[config.mk]
export PLATFORM = sky130hd
export DESIGN_NAME = uart_fifo_periph
export DESIGN_NICKNAME = d
export VERILOG_FILES = /design/src/rtl/uart_fifo_periph.sv
export SDC_FILE = /design/constraint.sdc
export NUM_CORES = 1
export LEC_CHECK = 0
export ABC_AREA = 1
export CORE_MARGIN = 2
export CORE_UTILIZATION = 25
export DETAILED_ROUTE_END_ITERATION = 8
export GPL_TIMING_DRIVEN = 0
export PLACE_DENSITY = 0.51
export SKIP_LAST_GASP = 1
export SLEW_MARGIN = 20
export SYNTH_ARGS = -nofsm -noshare
export SYNTH_HDL_FRONTEND = slang
export SYNTH_SLANG_ARGS = --single-unit
[constraint.sdc]
create_clock -name clk -period 9.2 [get_ports clk]
set_input_delay 1.84 -clock clk [delete_from_list [all_inputs] [get_ports clk]]
set_output_delay 1.84 -clock clk [all_outputs]
set_load 0.005 [all_outputs]
[src/rtl/uart_fifo_periph.sv]
// uart_fifo_periph: memory-mapped UART with TX/RX FIFOs, baud divisor, sticky errors and level irq.
// Define UART_LOOPBACK_EN to implement CTRL[20] internal loopback.
module uart_fifo_periph #(
   parameter int DATA_BITS = 8,
   parameter int TX_DEPTH  = 8,
   parameter int RX_DEPTH  = 8,
   parameter int DIV_RESET = 434
) (
   input  logic        clk,
   input  logic        reset,
   input  logic [1:0]  sel,
   input  logic        wr_en,
   input  logic        rd_en,
   input  logic [31:0] wdata,
   output logic [31:0] rdata,
   input  logic        rx,
   output logic        tx,
   output logic        irq
);
   localparam int TAW = $clog2(TX_DEPTH);
   localparam int RAW = $clog2(RX_DEPTH);
   localparam logic [3:0] LAST = 4'(DATA_BITS - 1);
   typedef enum logic [1:0] {IDLE, START, DATA, STOP} state_t;

   logic [DATA_BITS-1:0] tx_mem_q [TX_DEPTH];
   logic [DATA_BITS-1:0] rx_mem_q [RX_DEPTH];
   logic [TAW:0] tx_wp_q, tx_wp_d, tx_rp_q, tx_rp_d, tx_cnt;
   logic [RAW:0] rx_wp_q, rx_wp_d, rx_rp_q, rx_rp_d, rx_cnt;
   logic [15:0] div_q, div_d, tx_div_q, tx_div_d, rx_div_q, rx_div_d;
   logic [15:0] tx_tick_q, tx_tick_d, rx_tick_q, rx_tick_d;
   logic [3:0] tx_bit_q, tx_bit_d, rx_bit_q, rx_bit_d;
   logic [DATA_BITS-1:0] tx_sh_q, tx_sh_d, rx_sh_q, rx_sh_d;
   state_t tx_st_q, tx_st_d, rx_st_q, rx_st_d;
   logic tx_en_q, tx_en_d, rx_en_q, rx_en_d, rxie_q, rxie_d, txie_q, txie_d, lb_q, lb_d;
   logic rx_ovr_q, rx_ovr_d, ferr_q, ferr_d, tx_ovf_q, tx_ovf_d;
   logic ser_q, ser_d, busy_q, busy_d, irq_q, irq_d;
   logic s1_q, s2_q, s3_q, rx_in;
   logic [31:0] rdata_q, rdata_d, status, ctrl;
   logic tx_full, tx_empty, rx_full, rx_empty, tx_push, tx_pop, rx_push, rx_pop;
   logic rx_valid, rx_bad, tx_end, rx_end, wr_data, wr_stat, wr_ctrl;
   logic unused_wdata;

   assign unused_wdata = ^wdata[31:20];
   assign tx_cnt   = tx_wp_q - tx_rp_q;
   assign rx_cnt   = rx_wp_q - rx_rp_q;
   assign tx_empty = tx_wp_q == tx_rp_q;
   assign rx_empty = rx_wp_q == rx_rp_q;
   assign tx_full  = tx_wp_q[TAW] != tx_rp_q[TAW] && tx_wp_q[TAW-1:0] == tx_rp_q[TAW-1:0];
   assign rx_full  = rx_wp_q[RAW] != rx_rp_q[RAW] && rx_wp_q[RAW-1:0] == rx_rp_q[RAW-1:0];
   assign wr_data  = wr_en && sel == 2'd0;
   assign wr_stat  = wr_en && sel == 2'd1;
   assign wr_ctrl  = wr_en && sel == 2'd2;
   assign tx_push  = wr_data && !tx_full;
   assign rx_pop   = rd_en && sel == 2'd0 && !rx_empty;
   // A pop on the same edge frees the slot, so a full FIFO can still accept the push.
   assign rx_push  = rx_valid && (!rx_full || rx_pop);
   assign tx_end   = tx_tick_q == tx_div_q - 16'd1;
   assign rx_end   = rx_tick_q == rx_div_q - 16'd1;
   assign status   = {8'(tx_cnt), 8'(rx_cnt), 8'd0, tx_ovf_q, ferr_q, rx_ovr_q, busy_q,
                      rx_full, rx_empty, tx_empty, tx_full};
   assign ctrl     = {11'd0, lb_q, txie_q, rxie_q, rx_en_q, tx_en_q, div_q};
   assign rdata    = rdata_q;
   assign irq      = irq_q;
`ifdef UART_LOOPBACK_EN
   assign rx_in = lb_q ? ser_q : rx;
   assign tx    = lb_q ? 1'b1 : ser_q;
`else
   assign rx_in = rx;
   assign tx    = ser_q;
`endif

   always_comb begin
      div_d = wr_ctrl ? (wdata[15:0] < 16'd4 ? 16'd4 : wdata[15:0]) : div_q;
      {txie_d, rxie_d, rx_en_d, tx_en_d} = wr_ctrl ? wdata[19:16] : {txie_q, rxie_q, rx_en_q, tx_en_q};
`ifdef UART_LOOPBACK_EN
      lb_d = wr_ctrl ? wdata[20] : lb_q;
`else
      lb_d = 1'b0;
`endif
      rx_ovr_d = (rx_ovr_q && !(wr_stat && wdata[5])) || (rx_valid && rx_full && !rx_pop);
      ferr_d   = (ferr_q && !(wr_stat && wdata[6])) || rx_bad;
      tx_ovf_d = (tx_ovf_q && !(wr_stat && wdata[7])) || (wr_data && tx_full);
      tx_wp_d  = tx_wp_q + (TAW+1)'(tx_push);
      tx_rp_d  = tx_rp_q + (TAW+1)'(tx_pop);
      rx_wp_d  = rx_wp_q + (RAW+1)'(rx_push);
      rx_rp_d  = rx_rp_q + (RAW+1)'(rx_pop);
      rdata_d  = !rd_en ? rdata_q : sel == 2'd0 ? (rx_empty ? 32'd0 : 32'(rx_mem_q[rx_rp_q[RAW-1:0]])) :
                 sel == 2'd1 ? status : sel == 2'd2 ? ctrl : 32'd0;
      irq_d    = (rxie_q && (!rx_empty || rx_ovr_q || ferr_q)) || (txie_q && tx_empty && !busy_q);
   end

   always_comb begin
      tx_st_d   = tx_st_q;
      tx_tick_d = tx_tick_q + 16'd1;
      tx_bit_d  = tx_bit_q;
      tx_sh_d   = tx_sh_q;
      tx_div_d  = tx_div_q;
      tx_pop    = 1'b0;
      unique case (tx_st_q)
         IDLE:  tx_tick_d = '0;
         START: if (tx_end) begin
            tx_st_d   = DATA;
            tx_tick_d = '0;
         end
         DATA:  if (tx_end) begin
            tx_tick_d = '0;
            tx_sh_d   = tx_sh_q >> 1;
            tx_bit_d  = tx_bit_q + 4'd1;
            tx_st_d   = tx_bit_q == LAST ? STOP : DATA;
         end
         STOP:  if (tx_end) begin
            tx_st_d   = IDLE;
            tx_tick_d = '0;
         end
      endcase
      // Chaining straight from STOP into START keeps back-to-back frames gapless.
      if ((tx_st_q == IDLE || (tx_st_q == STOP && tx_end)) && tx_en_q && !tx_empty) begin
         tx_st_d   = START;
         tx_pop    = 1'b1;
         tx_sh_d   = tx_mem_q[tx_rp_q[TAW-1:0]];
         tx_div_d  = div_q;
         tx_bit_d  = '0;
         tx_tick_d = '0;
      end
      ser_d  = tx_st_q == START ? 1'b0 : tx_st_q == DATA ? tx_sh_q[0] : 1'b1;
      busy_d = tx_st_q != IDLE;
   end

   always_comb begin
      rx_st_d   = rx_st_q;
      rx_tick_d = rx_tick_q + 16'd1;
      rx_bit_d  = rx_bit_q;
      rx_sh_d   = rx_sh_q;
      rx_div_d  = rx_div_q;
      rx_valid  = 1'b0;
      rx_bad    = 1'b0;
      unique case (rx_st_q)
         IDLE:  begin
            rx_tick_d = '0;
            if (rx_en_q && s3_q && !s2_q) begin
               rx_st_d  = START;
               rx_div_d = div_q;
            end
         end
         START: if (rx_tick_q == (rx_div_q >> 1) - 16'd1) begin
            rx_tick_d = '0;
            rx_bit_d  = '0;
            rx_st_d   = s2_q ? IDLE : DATA;
         end
         DATA:  if (rx_end) begin
            rx_tick_d = '0;
            rx_sh_d   = {s2_q, rx_sh_q[DATA_BITS-1:1]};
            rx_bit_d  = rx_bit_q + 4'd1;
            rx_st_d   = rx_bit_q == LAST ? STOP : DATA;
         end
         STOP:  if (rx_end) begin
            rx_st_d  = IDLE;
            rx_valid = s2_q;
            rx_bad   = !s2_q;
         end
      endcase
   end

   always_ff @(posedge clk) begin
      if (reset) begin
         tx_wp_q <= '0; tx_rp_q <= '0; rx_wp_q <= '0; rx_rp_q <= '0;
         div_q <= 16'(DIV_RESET); tx_div_q <= 16'(DIV_RESET); rx_div_q <= 16'(DIV_RESET);
         tx_tick_q <= '0; rx_tick_q <= '0; tx_bit_q <= '0; rx_bit_q <= '0;
         tx_sh_q <= '0; rx_sh_q <= '0; tx_st_q <= IDLE; rx_st_q <= IDLE;
         tx_en_q <= 1'b1; rx_en_q <= 1'b1; rxie_q <= 1'b0; txie_q <= 1'b0; lb_q <= 1'b0;
         rx_ovr_q <= 1'b0; ferr_q <= 1'b0; tx_ovf_q <= 1'b0;
         ser_q <= 1'b1; busy_q <= 1'b0; irq_q <= 1'b0; rdata_q <= '0;
         s1_q <= 1'b1; s2_q <= 1'b1; s3_q <= 1'b1;
      end else begin
         tx_wp_q <= tx_wp_d; tx_rp_q <= tx_rp_d; rx_wp_q <= rx_wp_d; rx_rp_q <= rx_rp_d;
         div_q <= div_d; tx_div_q <= tx_div_d; rx_div_q <= rx_div_d;
         tx_tick_q <= tx_tick_d; rx_tick_q <= rx_tick_d; tx_bit_q <= tx_bit_d; rx_bit_q <= rx_bit_d;
         tx_sh_q <= tx_sh_d; rx_sh_q <= rx_sh_d; tx_st_q <= tx_st_d; rx_st_q <= rx_st_d;
         tx_en_q <= tx_en_d; rx_en_q <= rx_en_d; rxie_q <= rxie_d; txie_q <= txie_d; lb_q <= lb_d;
         rx_ovr_q <= rx_ovr_d; ferr_q <= ferr_d; tx_ovf_q <= tx_ovf_d;
         ser_q <= ser_d; busy_q <= busy_d; irq_q <= irq_d; rdata_q <= rdata_d;
         s1_q <= rx_in; s2_q <= s1_q; s3_q <= s2_q;
      end
   end

   always_ff @(posedge clk) begin
      if (tx_push) tx_mem_q[tx_wp_q[TAW-1:0]] <= wdata[DATA_BITS-1:0];
      if (rx_push) rx_mem_q[rx_wp_q[RAW-1:0]] <= rx_sh_q;
   end
endmodule

==> results of run 1 <==
-- how the worst min path moves through the flow --
stage,depth (start not counted),to,start,slack (ns)
floorplan,1,s2_q,s1_q,0.39
global placement,1,s2_q,s1_q,0.41
detailed placement,1,s2_q,s1_q,0.40
CTS,1,s2_q,s1_q,0.43
global route,1,s2_q,s1_q,0.45
finish,1,s2_q,s1_q,0.43
-- cells by family after synthesis --
kind of cell / count (synthesis)
and+or+nand+nor: 745
AOI/OAI and AO/OA: 289
buffers and inverters: 233
xor gates and xnor gates: 69
DFF: 289
other: 1
adders and majority gates: 29
-- layout make-up --
cell class                      count  area share
Buffer                             71      0.0211
Clock buffer                       51      0.0604
Clock inverter                     11     0.00949
Inverter                          162      0.0369
Multi-Input combinational cell   1140       0.356
Sequential cell                   289       0.429
Tap cell                          748      0.0568
Timing Repair Buffer               51      0.0310
-- worst max-delay path: stages --
cell             delay (ns)
clkdlybuf4s50_1        0.46
nor2_1                 0.16
inv_1                  0.09
nor2_2                 0.48
inv_1                  0.12
o21ai_0                0.21
inv_1                  0.12
nor4_4                 0.34
nand2_1                0.18
nor2_1                 0.76
-- report_power, final --
part           internal [mW]  total, mW  switching (mW)
combinational          0.269      0.735           0.465
sequential              1.41       1.50          0.0883
clock                  0.839       1.39           0.550
total                   2.52       3.62            1.10
-- metal layers --
| layer | vias up | share of wire | global-route usage | wire (um) |
|---|---|---|---|---|
| met3 | 65 | 0.037 | 0.0192 | 1470 |
| met2 | 234 | 0.45 | 0.226 | 17900 |
| met4 | 0 | 0.032 | 0.0504 | 1300 |
| li1 | 5694 | - | - | - |
| met1 | 5379 | 0.48 | 0.193 | 19400 |
| met5 | - | 0 | 0 | 0 |
-- sequential cells by signal, summed over array words and instances (netlist names), 16 cells and up, named ones only --
signal	flops
div_q	16
rdata	24
rx_div_q	16
rx_mem_q	64
rx_tick_q	16
tx_div_q	16
tx_mem_q	64
tx_tick_q	16
-- cells in the final DEF, fill, tap and decap left out, types with 8 or more instances in the layout --
master,Yosys,layout
nor4_1,8,8
nand3b_1,11,11
nor2_1,264,264
or2_2,8,8
o221ai_1,21,21
o21ai_0,133,133
xnor2_1,28,28
o211ai_1,11,11
nand4_1,13,13
conb_1,1,8
clkdlybuf4s50_1,0,51
edfxtp_1,128,128
buf_4,11,11
dfxtp_1,161,161
ha_1,27,27
o21ai_1,17,17
inv_1,157,157
clkbuf_1,47,57
clkbuf_16,0,35
o22ai_1,10,10
xor2_1,41,41
nand3_1,109,109
nand2_1,287,287
a21oi_1,77,77
nor2_2,13,13
nor3_1,9,9
==> results by group, run 1 <==
Status
  – Outcome: finished, final reports clean

Power
  – IR drop worst, VDD: 115 uV
  – Power density over the cells: 220 nW/um^2
  – Pwr Total: 3.62 mW
  – Cell leakage power: 6.30 nW

Worst setup path
  – Reg-to-reg slack, setup: 4.68 ns
  – Worst Reg-to-Reg Cells: 13
  – Arrival @ worst endpoint: 4.77 ns
  – Reg-to-reg startpoint: rx_rp_q[2]
  – Crit path from: sel[1]
  – Worst setup endpoint: rx_mem_q[4][5]
  – Critical Path Source Type: input port
  – Crit. End Element: register
  – Maximum fanout encountered on the critical timing path: 9
  – CP Data Required Time: 9.34 ns
  – Reg-to-reg endpoint: rx_mem_q[4][5]
  – Kind of critical path: input port to register

Final layout
  – Area of all sequential standard cells: 7070 um^2
  – Area of the multi-input gates: 5870 um^2
  – Net count of the finished layout: 1817
  – Filler cell count: 5800
  – Cell area after layout: 16500 um^2
  – Number of antenna cells inserted: 0
  – Fraction of layout instances using a drive strength above 1: 0.0631
  – Fin util: 0.300
  – P&R area growth vs syn: 18.9%
  – Final Instance Count excl. Fillers: 2523

Clocking
  – Maximum level of the CTS H-tree: 2
  – Clock latency reported for the late side of the worst-skew pair: 0.53 ns
  – TritonCTS clock tree: yes
  – Total clock sinks: 289
  – Master cell of the clock root buffer: clkbuf_16
  – Clock transition at the register clock pins on the worst setup and hold paths after CTS: 0.06 ns
  – Post-CTS setup-driven buffer insertion count: 0
  – Bufs on Longest Clock Path: 3
  – # resized after CTS: 0
  – Total CTS buffers: 34
  – Number of hold buffers added after cts: 0

Detailed routing
  – Routed length per placed instance: 15.9 um
  – Vias: 11400
  – Detailed Route WL: 40000 um
  – Via-per-instance ratio: 4.51
  – Pre-Repair DR Iteration Count: 5
  – Number of design rule violations left after detail routing: 0
  – Remaining antenna violation count: 0
  – DRT iter0 DRCs: 790

Min path
  – Path category of the worst min-delay check: register to register

Yosys
  – Number of enable flip-flop cells after synthesis: 128
  – Flop and latch count out of synthesis: 289
  – Gate Count Post-Synth: 1655
  – Cell type contributing the most total cell area after synthesis: edfxtp_1
  – Post-synthesis compound-gate area fraction: 0.117
  – Average size of a mapped cell: 8.38 um^2
  – Synth Flop Type: dfxtp_1
  – Combinational family with the most area after synthesis: simple AND/OR/NAND/NOR gates
  – Proportion of netlist area held by the largest area contributor: 0.277
  – Cell with the most instances after synthesis: nand2_1
  – Synth unique cells: 47
  – Synthesized-area fraction occupied by adder cells: 0.0273
  – Xor and xnor area share after synthesis: 0.0436
  – Synth Area in Simple Gates: 0.233
  – Post-Synthesis Cell Area: 13900 um^2
  – List of most frequent post-synthesis cells: 287 x nand2_1, 264 x nor2_1, 161 x dfxtp_1, 157 x inv_1, 133 x o21ai_0
  – Post-synthesis async set-or-reset flop share: 0
  – Leading cell types by total area after synthesis: edfxtp_1 28%, dfxtp_1 23%, nand2_1 7.8%
  – Fraction of the yosys area taken by sequential cells: 0.510
  – Mux cell area share after synthesis: 0
  – Yosys warning total: 0

Floorplanning
  – Die span in x: 239 um
  – Number of ports placed on the die boundary: 73
  – Initial standard-cell utilization of the core: 0.252
  – Total number of placement rows: 86
  – Area of the die: 57300 um^2
  – Floorplan die height: 239 um
  – Placeable core region: 55000 um^2

STA
  – Final Slew Violations: 0
  – Total setup violations reported at the end of the flow: 0
  – Clock period minus final worst setup slack: 4.63 ns
  – Post-route worst setup slack: 4.57 ns
  – Setup TNS Final: 0 ns
  – Relative slew slack: 0.354
  – Unrepaired setup endpoints after global routing: no
  – Final Cycle Share: 0.503
  – Number of endpoints with negative hold slack in the final report: 0
  – Transition time at the pin with the least slew margin: 0.965 ns
  – Worst Hold Margin: 0.426 ns
  – F_max: 0.216 GHz
  – Setup skew after layout: 0.0216 ns

Placement
  – Total of buffers placed on input and output ports: 51
  – HPWL after detailed placement: 29400 um
  – Number of cells after detailed placement: 2461
  – Setup slack at placement: 4.04 ns
  – Final weighted congestion of routability-driven global placement: 0.837
  – Total placed instance area: 15300 um^2

GRT
  – Largest net degree at the start of global routing: 14
  – Wire length of the first global-routing pass: 62700 um
  – Number of global-route vias before repair: 11100
  – Overflow after GRT: 0
  – Overall Global Routing Usage: 0.141
  – Initial antenna violation count: 0

Job
  – Count of maximum capacitance violations: 0
(Power assumes the default switching activity.)
==> run 2: changes to the inputs <==
- clock period: 9.2 -> 4.57 ns (I/O delays scaled with it)
==> run 2 against run 1 <==
Net effect: worst setup slack worse by 4.5 ns; cell count unchanged; total power increased by 100%; sequential share of layout area barely moved; sequential cell count unchanged; die area did not move; highest routed layer unchanged.
==> results by group, run 2 (synthesized netlist as in run 1, its figures left out) <==
Status
  – Outcome: finished, final reports clean

Power
  – Cell leakage power: 6.29 nW (about the same)
  – Power density over the cells: 442 nW/um^2 (+100%)
  – Internal power: 5.07 mW (+100%)
  – Switch share: 0.305 (+0.000607)
  – Switching power: 2.23 mW (+100%)
  – Sequential fraction of design power: 0.413 (about the same)
  – Clock share of power: 0.384 (about the same)
  – IR drop worst, VDD: 231 uV (+100%)
  – Logic gate share of total power: 0.203 (about the same)

STA
  – Setup skew after layout: 0.0225 ns (+0.000913 ns)
  – Transition time at the pin with the least slew margin: 0.911 ns (-0.0536 ns)
  – Final Slew Violations: 0 (unchanged)
  – Worst Hold Margin: 0.427 ns (+0.000951 ns)
  – Final Cycle Share: 0.995
  – Setup TNS Final: 0 ns (unchanged)
  – Number of endpoints with negative hold slack in the final report: 0 (unchanged)
  – Total setup violations reported at the end of the flow: 0 (unchanged)
  – Clock period minus final worst setup slack: 4.55 ns
  – Unrepaired setup endpoints after global routing: yes
  – F_max: 0.220 GHz
  – Relative slew slack: 0.390 (+0.0359)

Final layout
  – Fin util: 0.300 (about the same)
  – Commonest non-fill, non-tap cell in the layout: nand2_1
  – Most frequent cells in the layout: 287 x nand2_1, 258 x nor2_1, 161 x dfxtp_1
  – Fraction of layout instances using a drive strength above 1: 0.0665 (+0.00338)
  – Filler cell count: 5803 (+0.052%)
  – P&R area growth vs syn: 19.0% (about the same)
  – Final Instance Count excl. Fillers: 2523 (unchanged)
  – Net count of the finished layout: 1817 (unchanged)
  – Number of antenna cells inserted: 0 (unchanged)

Clocking
  – Post-CTS setup-driven buffer insertion count: 0 (unchanged)
  – Total CTS buffers: 34 (unchanged)
  – Clock latency reported for the late side of the worst-skew pair: 0.53 ns (about the same)
  – # resized after CTS: 0 (unchanged)
  – Clock transition at the register clock pins on the worst setup and hold paths after CTS: 0.06 ns (about the same)
  – Maximum level of the CTS H-tree: 2 (unchanged)
  – TritonCTS clock tree: yes
  – Total clock sinks: 289 (unchanged)
  – Bufs on Longest Clock Path: 3 (unchanged)
  – Master cell of the clock root buffer: clkbuf_16
  – Number of hold buffers added after cts: 0 (unchanged)

Detailed routing
  – Pre-Repair DR Iteration Count: 5 (unchanged)
  – Remaining antenna violation count: 0 (unchanged)
  – Detailed Route WL: 40200 um (+0.46%)
  – DRT iter0 DRCs: 860 (+8.9%)
  – Via-per-instance ratio: 4.54 (+0.63%)
  – Vias: 11400 (+0.63%)
  – Routed length per placed instance: 15.9 um (+0.46%)
  – Number of design rule violations left after detail routing: 0 (unchanged)

Worst setup path
  – Top Family by Delay on Critical Path: simple AND/OR/NAND/NOR gates
  – CP Cell Sequence: clkbuf_1, inv_1, clkbuf_1, ha_1, inv_1, nor4_1, nor2_2, inv_1, o21ai_0, inv_1, nor4_4, nand2_1, nor2_1
  – Reg-to-reg slack, setup: 0.02 ns (-4.66 ns)
  – Reg-to-reg startpoint: rx_rp_q[2]
  – Largest stage delay on the critical path: 0.74 ns (-0.02 ns)
  – Most used cell, CP: inv_1
  – Kind of critical path: register to register
  – Reg-to-reg endpoint: rx_mem_q[6][4]
  – Cell at the slowest stage of the critical path: nor2_1
  – CP Data Required Time: 4.72 ns (-4.62 ns)
  – Crit. End Element: register
  – Maximum fanout encountered on the critical timing path: 10 (+1)
  – Worst Reg-to-Reg Cells: 13 (unchanged)
  – Arrival @ worst endpoint: 4.70 ns (-0.07 ns)
  – Levels on crit path: 13 (+3)
  – Worst path bufs/invs: 6 (+2)
  – Worst setup endpoint: rx_mem_q[6][4]
  – Crit path from: rx_rp_q[2]
  – Critical Path Source Type: register

GRT
  – Overflow after GRT: 0 (unchanged)
  – Largest net degree at the start of global routing: 14 (unchanged)
  – Wire length of the first global-routing pass: 62700 um (unchanged)
  – Number of global-route vias before repair: 11100 (unchanged)
  – Overall Global Routing Usage: 0.141 (unchanged)
  – Initial antenna violation count: 0 (unchanged)

Job
  – Count of maximum capacitance violations: 0 (unchanged)

Floorplanning
  – Area of the die: 57300 um^2 (unchanged)
  – Initial standard-cell utilization of the core: 0.252 (unchanged)
  – Total number of placement rows: 86 (unchanged)
  – Number of ports placed on the die boundary: 73 (unchanged)
  – Floorplan die height: 239 um (unchanged)
  – Die span in x: 239 um (unchanged)
  – Placeable core region: 55000 um^2 (unchanged)

Placement
  – Total of buffers placed on input and output ports: 51 (unchanged)
  – HPWL after detailed placement: 29400 um (unchanged)
  – Number of cells after detailed placement: 2461 (unchanged)
  – Final weighted congestion of routability-driven global placement: 0.837 (unchanged)

Min path
  – Path category of the worst min-delay check: register to register
[run 2: power by group through the flow]
stage | clock network, mW | logic, mW | registers, mW
6_report | 2.80 | 1.48 | 3.01
5_1_grt | 2.96 | 1.69 | 3.03
4_1_cts | 2.85 | 1.49 | 3.02
3_5_place_dp | 0 | 1.48 | 3.07
3_3_place_gp | 0 | 1.46 | 3.07
2_1_floorplan | 0 | 1.08 | 3.00
[run 2: through the flow]
stage	area, um^2	setup WS, ns	power [mW]
after floorplan	13900	1.61	4.08
after global placement	15300	0.186	4.53
after detailed placement	15300	0.126	4.55
after CTS	16500	0.109	7.36
after global routing	16500	-0.138	7.68
final	16500	0.0228	7.30
[run 2: routing by layer]
layer	vias up	global-route usage	share of wire
met1	5444	0.193	0.48
met5	-	0	0
met2	239	0.226	0.45
met4	0	0.0504	0.032
li1	5699	-	-
met3	62	0.0192	0.039
[run 2: worst min path at each step]
stage / start / end / slack (ns) / cells past startpoint
6_report: s1_q / s2_q / 0.43 / 1
3_3_place_gp: s1_q / s2_q / 0.41 / 1
5_1_grt: s1_q / s2_q / 0.45 / 1
3_5_place_dp: s1_q / s2_q / 0.40 / 1
4_1_cts: s1_q / s2_q / 0.43 / 1
2_1_floorplan: s1_q / s2_q / 0.39 / 1
[run 2: final cells by class]
type | instances | area (um^2) | share of cell area
clock inverters | 11 | 156 | 0.00948
inverters | 162 | 608 | 0.0368
flip-flops and latches | 289 | 7070 | 0.428
clock buffers | 51 | 996 | 0.0604
repair buffers | 51 | 510 | 0.0309
multi-input cells | 1140 | 5880 | 0.356
well taps | 748 | 936 | 0.0567
plain buffers | 71 | 348 | 0.0211
==> run 3: changes to the inputs <==
- CAP_MARGIN: default -> 20
- CTS_BUF_LIST: default -> sky130_fd_sc_hd__clkbuf_8
- SLEW_MARGIN: 20 -> default
==> run 3 against run 2 <==
Net effect: critical path depth is the same; maximum frequency grew 0.75%; critical path type unchanged; clock power shrank 18%; global-route usage is essentially flat; hold slack lost 0.0020 ns; critical endpoint is now rx_mem_q[3][7]; worst setup slack gained 0.034 ns; routed wire length shrank 0.11%.
==> results by group, run 3 (synthesized netlist as in run 1, its figures left out) <==
Worst setup path
  – Arrival @ worst endpoint: 4.76 ns (+0.06 ns)
  – Critical Path Source Type: register
  – Kind of critical path: register to register
  – Crit path from: rx_rp_q[2]
  – Reg-to-reg slack, setup: 0.06 ns (+0.03 ns)
  – CP Data Required Time: 4.81 ns (+0.09 ns)
  – Worst setup endpoint: rx_mem_q[3][7]
  – Maximum fanout encountered on the critical timing path: 10 (unchanged)
  – Worst Reg-to-Reg Cells: 13 (unchanged)
  – Reg-to-reg startpoint: rx_rp_q[2]
  – Crit. End Element: register
  – Reg-to-reg endpoint: rx_mem_q[3][7]

Clocking
  – Post-CTS setup-driven buffer insertion count: 0 (unchanged)
  – Maximum level of the CTS H-tree: 2 (unchanged)
  – Clock latency reported for the late side of the worst-skew pair: 0.62 ns (+0.09 ns)
  – Number of hold buffers added after cts: 0 (unchanged)
  – Bufs on Longest Clock Path: 3 (unchanged)
  – Clock transition at the register clock pins on the worst setup and hold paths after CTS: 0.06 ns (about the same)
  – TritonCTS clock tree: yes
  – Total clock sinks: 289 (unchanged)
  – Total CTS buffers: 50 (+47%)
  – Master cell of the clock root buffer: clkbuf_8

STA
  – Unrepaired setup endpoints after global routing: yes
  – Setup skew after layout: 0.0220 ns (-0.000433 ns)
  – Number of endpoints with negative hold slack in the final report: 0 (unchanged)
  – Relative slew slack: 0.356 (-0.0344)
  – Final Cycle Share: 0.988 (-0.00736)
  – Worst Hold Margin: 0.425 ns (-0.00199 ns)
  – F_max: 0.222 GHz (+0.75%)
  – Setup TNS Final: 0 ns (unchanged)
  – Transition time at the pin with the least slew margin: 0.963 ns (+0.0514 ns)
  – Final Slew Violations: 0 (unchanged)
  – Clock period minus final worst setup slack: 4.51 ns (-0.0336 ns)
  – Total setup violations reported at the end of the flow: 0 (unchanged)

Final layout
  – P&R area growth vs syn: 17.6%
  – Area of the multi-input gates: 5870 um^2 (-0.17%)
  – Net count of the finished layout: 1833 (+0.88%)
  – Filler cell count: 5849 (+0.79%)
  – Number of antenna cells inserted: 0 (unchanged)
  – Area of all sequential standard cells: 7070 um^2 (unchanged)
  – Fraction of layout instances using a drive strength above 1: 0.0717 (+0.00523)
  – Most frequent cells in the layout: 287 x nand2_1, 262 x nor2_1, 176 x inv_1
  – Commonest non-fill, non-tap cell in the layout: nand2_1

Power
  – Cell leakage power: 6.30 nW (+0.12%)
  – Power density over the cells: 416 nW/um^2 (-5.9%)
  – IR drop worst, VDD: 238 uV (+3.2%)

Status
  – Outcome: finished, final reports clean

Placement
  – Final weighted congestion of routability-driven global placement: 0.837 (unchanged)
  – Total of buffers placed on input and output ports: 51 (unchanged)
  – HPWL after detailed placement: 29400 um (unchanged)

Floorplanning
  – Number of ports placed on the die boundary: 73 (unchanged)
  – Area of the die: 57300 um^2 (unchanged)
  – Die span in x: 239 um (unchanged)
  – Initial standard-cell utilization of the core: 0.252 (unchanged)
  – Placeable core region: 55000 um^2 (unchanged)
  – Floorplan die height: 239 um (unchanged)
  – Total number of placement rows: 86 (unchanged)

GRT
  – Overall Global Routing Usage: 0.141 (+0.000354)
  – Number of global-route vias before repair: 11100 (+0.55%)
  – Wire length of the first global-routing pass: 62500 um (-0.26%)
  – Initial antenna violation count: 0 (unchanged)
  – Overflow after GRT: 0 (unchanged)
  – Largest net degree at the start of global routing: 14 (unchanged)

Detailed routing
  – Detailed Route WL: 40200 um (-0.11%)
  – Remaining antenna violation count: 0 (unchanged)
  – Via-per-instance ratio: 4.49 (-1.0%)
  – Pre-Repair DR Iteration Count: 5 (unchanged)
  – Vias: 11400 (-0.10%)
  – Number of design rule violations left after detail routing: 0 (unchanged)
  – DRT iter0 DRCs: 810 (-5.8%)
  – Routed length per placed instance: 15.8 um (-1.0%)

Min path
  – Path category of the worst min-delay check: register to register

Job
  – Count of maximum capacitance violations: 0 (unchanged)
## run 3: worst min-delay path by stage
stage	start	end	slack (ns)	cells after the start
5_1_grt	s1_q	s2_q	0.46	1
3_5_place_dp	s1_q	s2_q	0.40	1
4_1_cts	s1_q	s2_q	0.44	1
2_1_floorplan	s1_q	s2_q	0.39	1
6_report	s1_q	s2_q	0.42	1
3_3_place_gp	s1_q	s2_q	0.41	1
## run 3: critical path: stages (launching register included)
cell,delay [ns]
dfxtp_1,0.30
clkbuf_1,0.49
inv_1,0.12
clkbuf_1,0.34
ha_1,0.40
inv_1,0.13
nor4_1,0.12
nor2_2,0.48
inv_1,0.12
o21ai_0,0.23
inv_1,0.12
nor4_4,0.34
nand2_1,0.17
nor2_1,0.76
## run 3: repair_timing
action	in CTS	in global routing
endpoints found under the setup margin	0	64
hold endpoints to repair	0	0
gates resized for setup	0	2
## run 3: area by class of cell
class	instances	share of cell area
clock inverters	27	0.00883
clock buffers	59	0.0498
plain buffers	71	0.0213
repair buffers	51	0.0313
multi-input cells	1140	0.360
well taps	748	0.0574
inverters	162	0.0373
flip-flops and latches	289	0.434
## run 3: report_power, final
group / switching (mW) / internal, mW
Clock: 1.07 / 1.22
Combinational: 0.936 / 0.542
Sequential: 0.176 / 2.84
Total: 2.18 / 4.60
## run 3: metal layers
metal  up-vias  track usage  routed length [um]
met5         -            0                   0
met1      5399        0.191               19300
li1       5721            -                   -
met2       240        0.226               17900
met3        72       0.0236                1660
met4         0       0.0517                1300
## run 3: stage by stage
stage	power (mW)	utilization	std cells	area, um^2	worst slack (ns)
2_1_floorplan	4.08	-	1662	13900	1.61
3_3_place_gp	4.53	0.279	2461	15300	0.186
3_5_place_dp	4.55	0.279	2461	15300	0.126
4_1_cts	6.86	0.296	2547	16300	0.112
5_1_grt	7.18	0.296	2547	16300	-0.143
6_report	6.78	0.296	2547	16300	0.0565
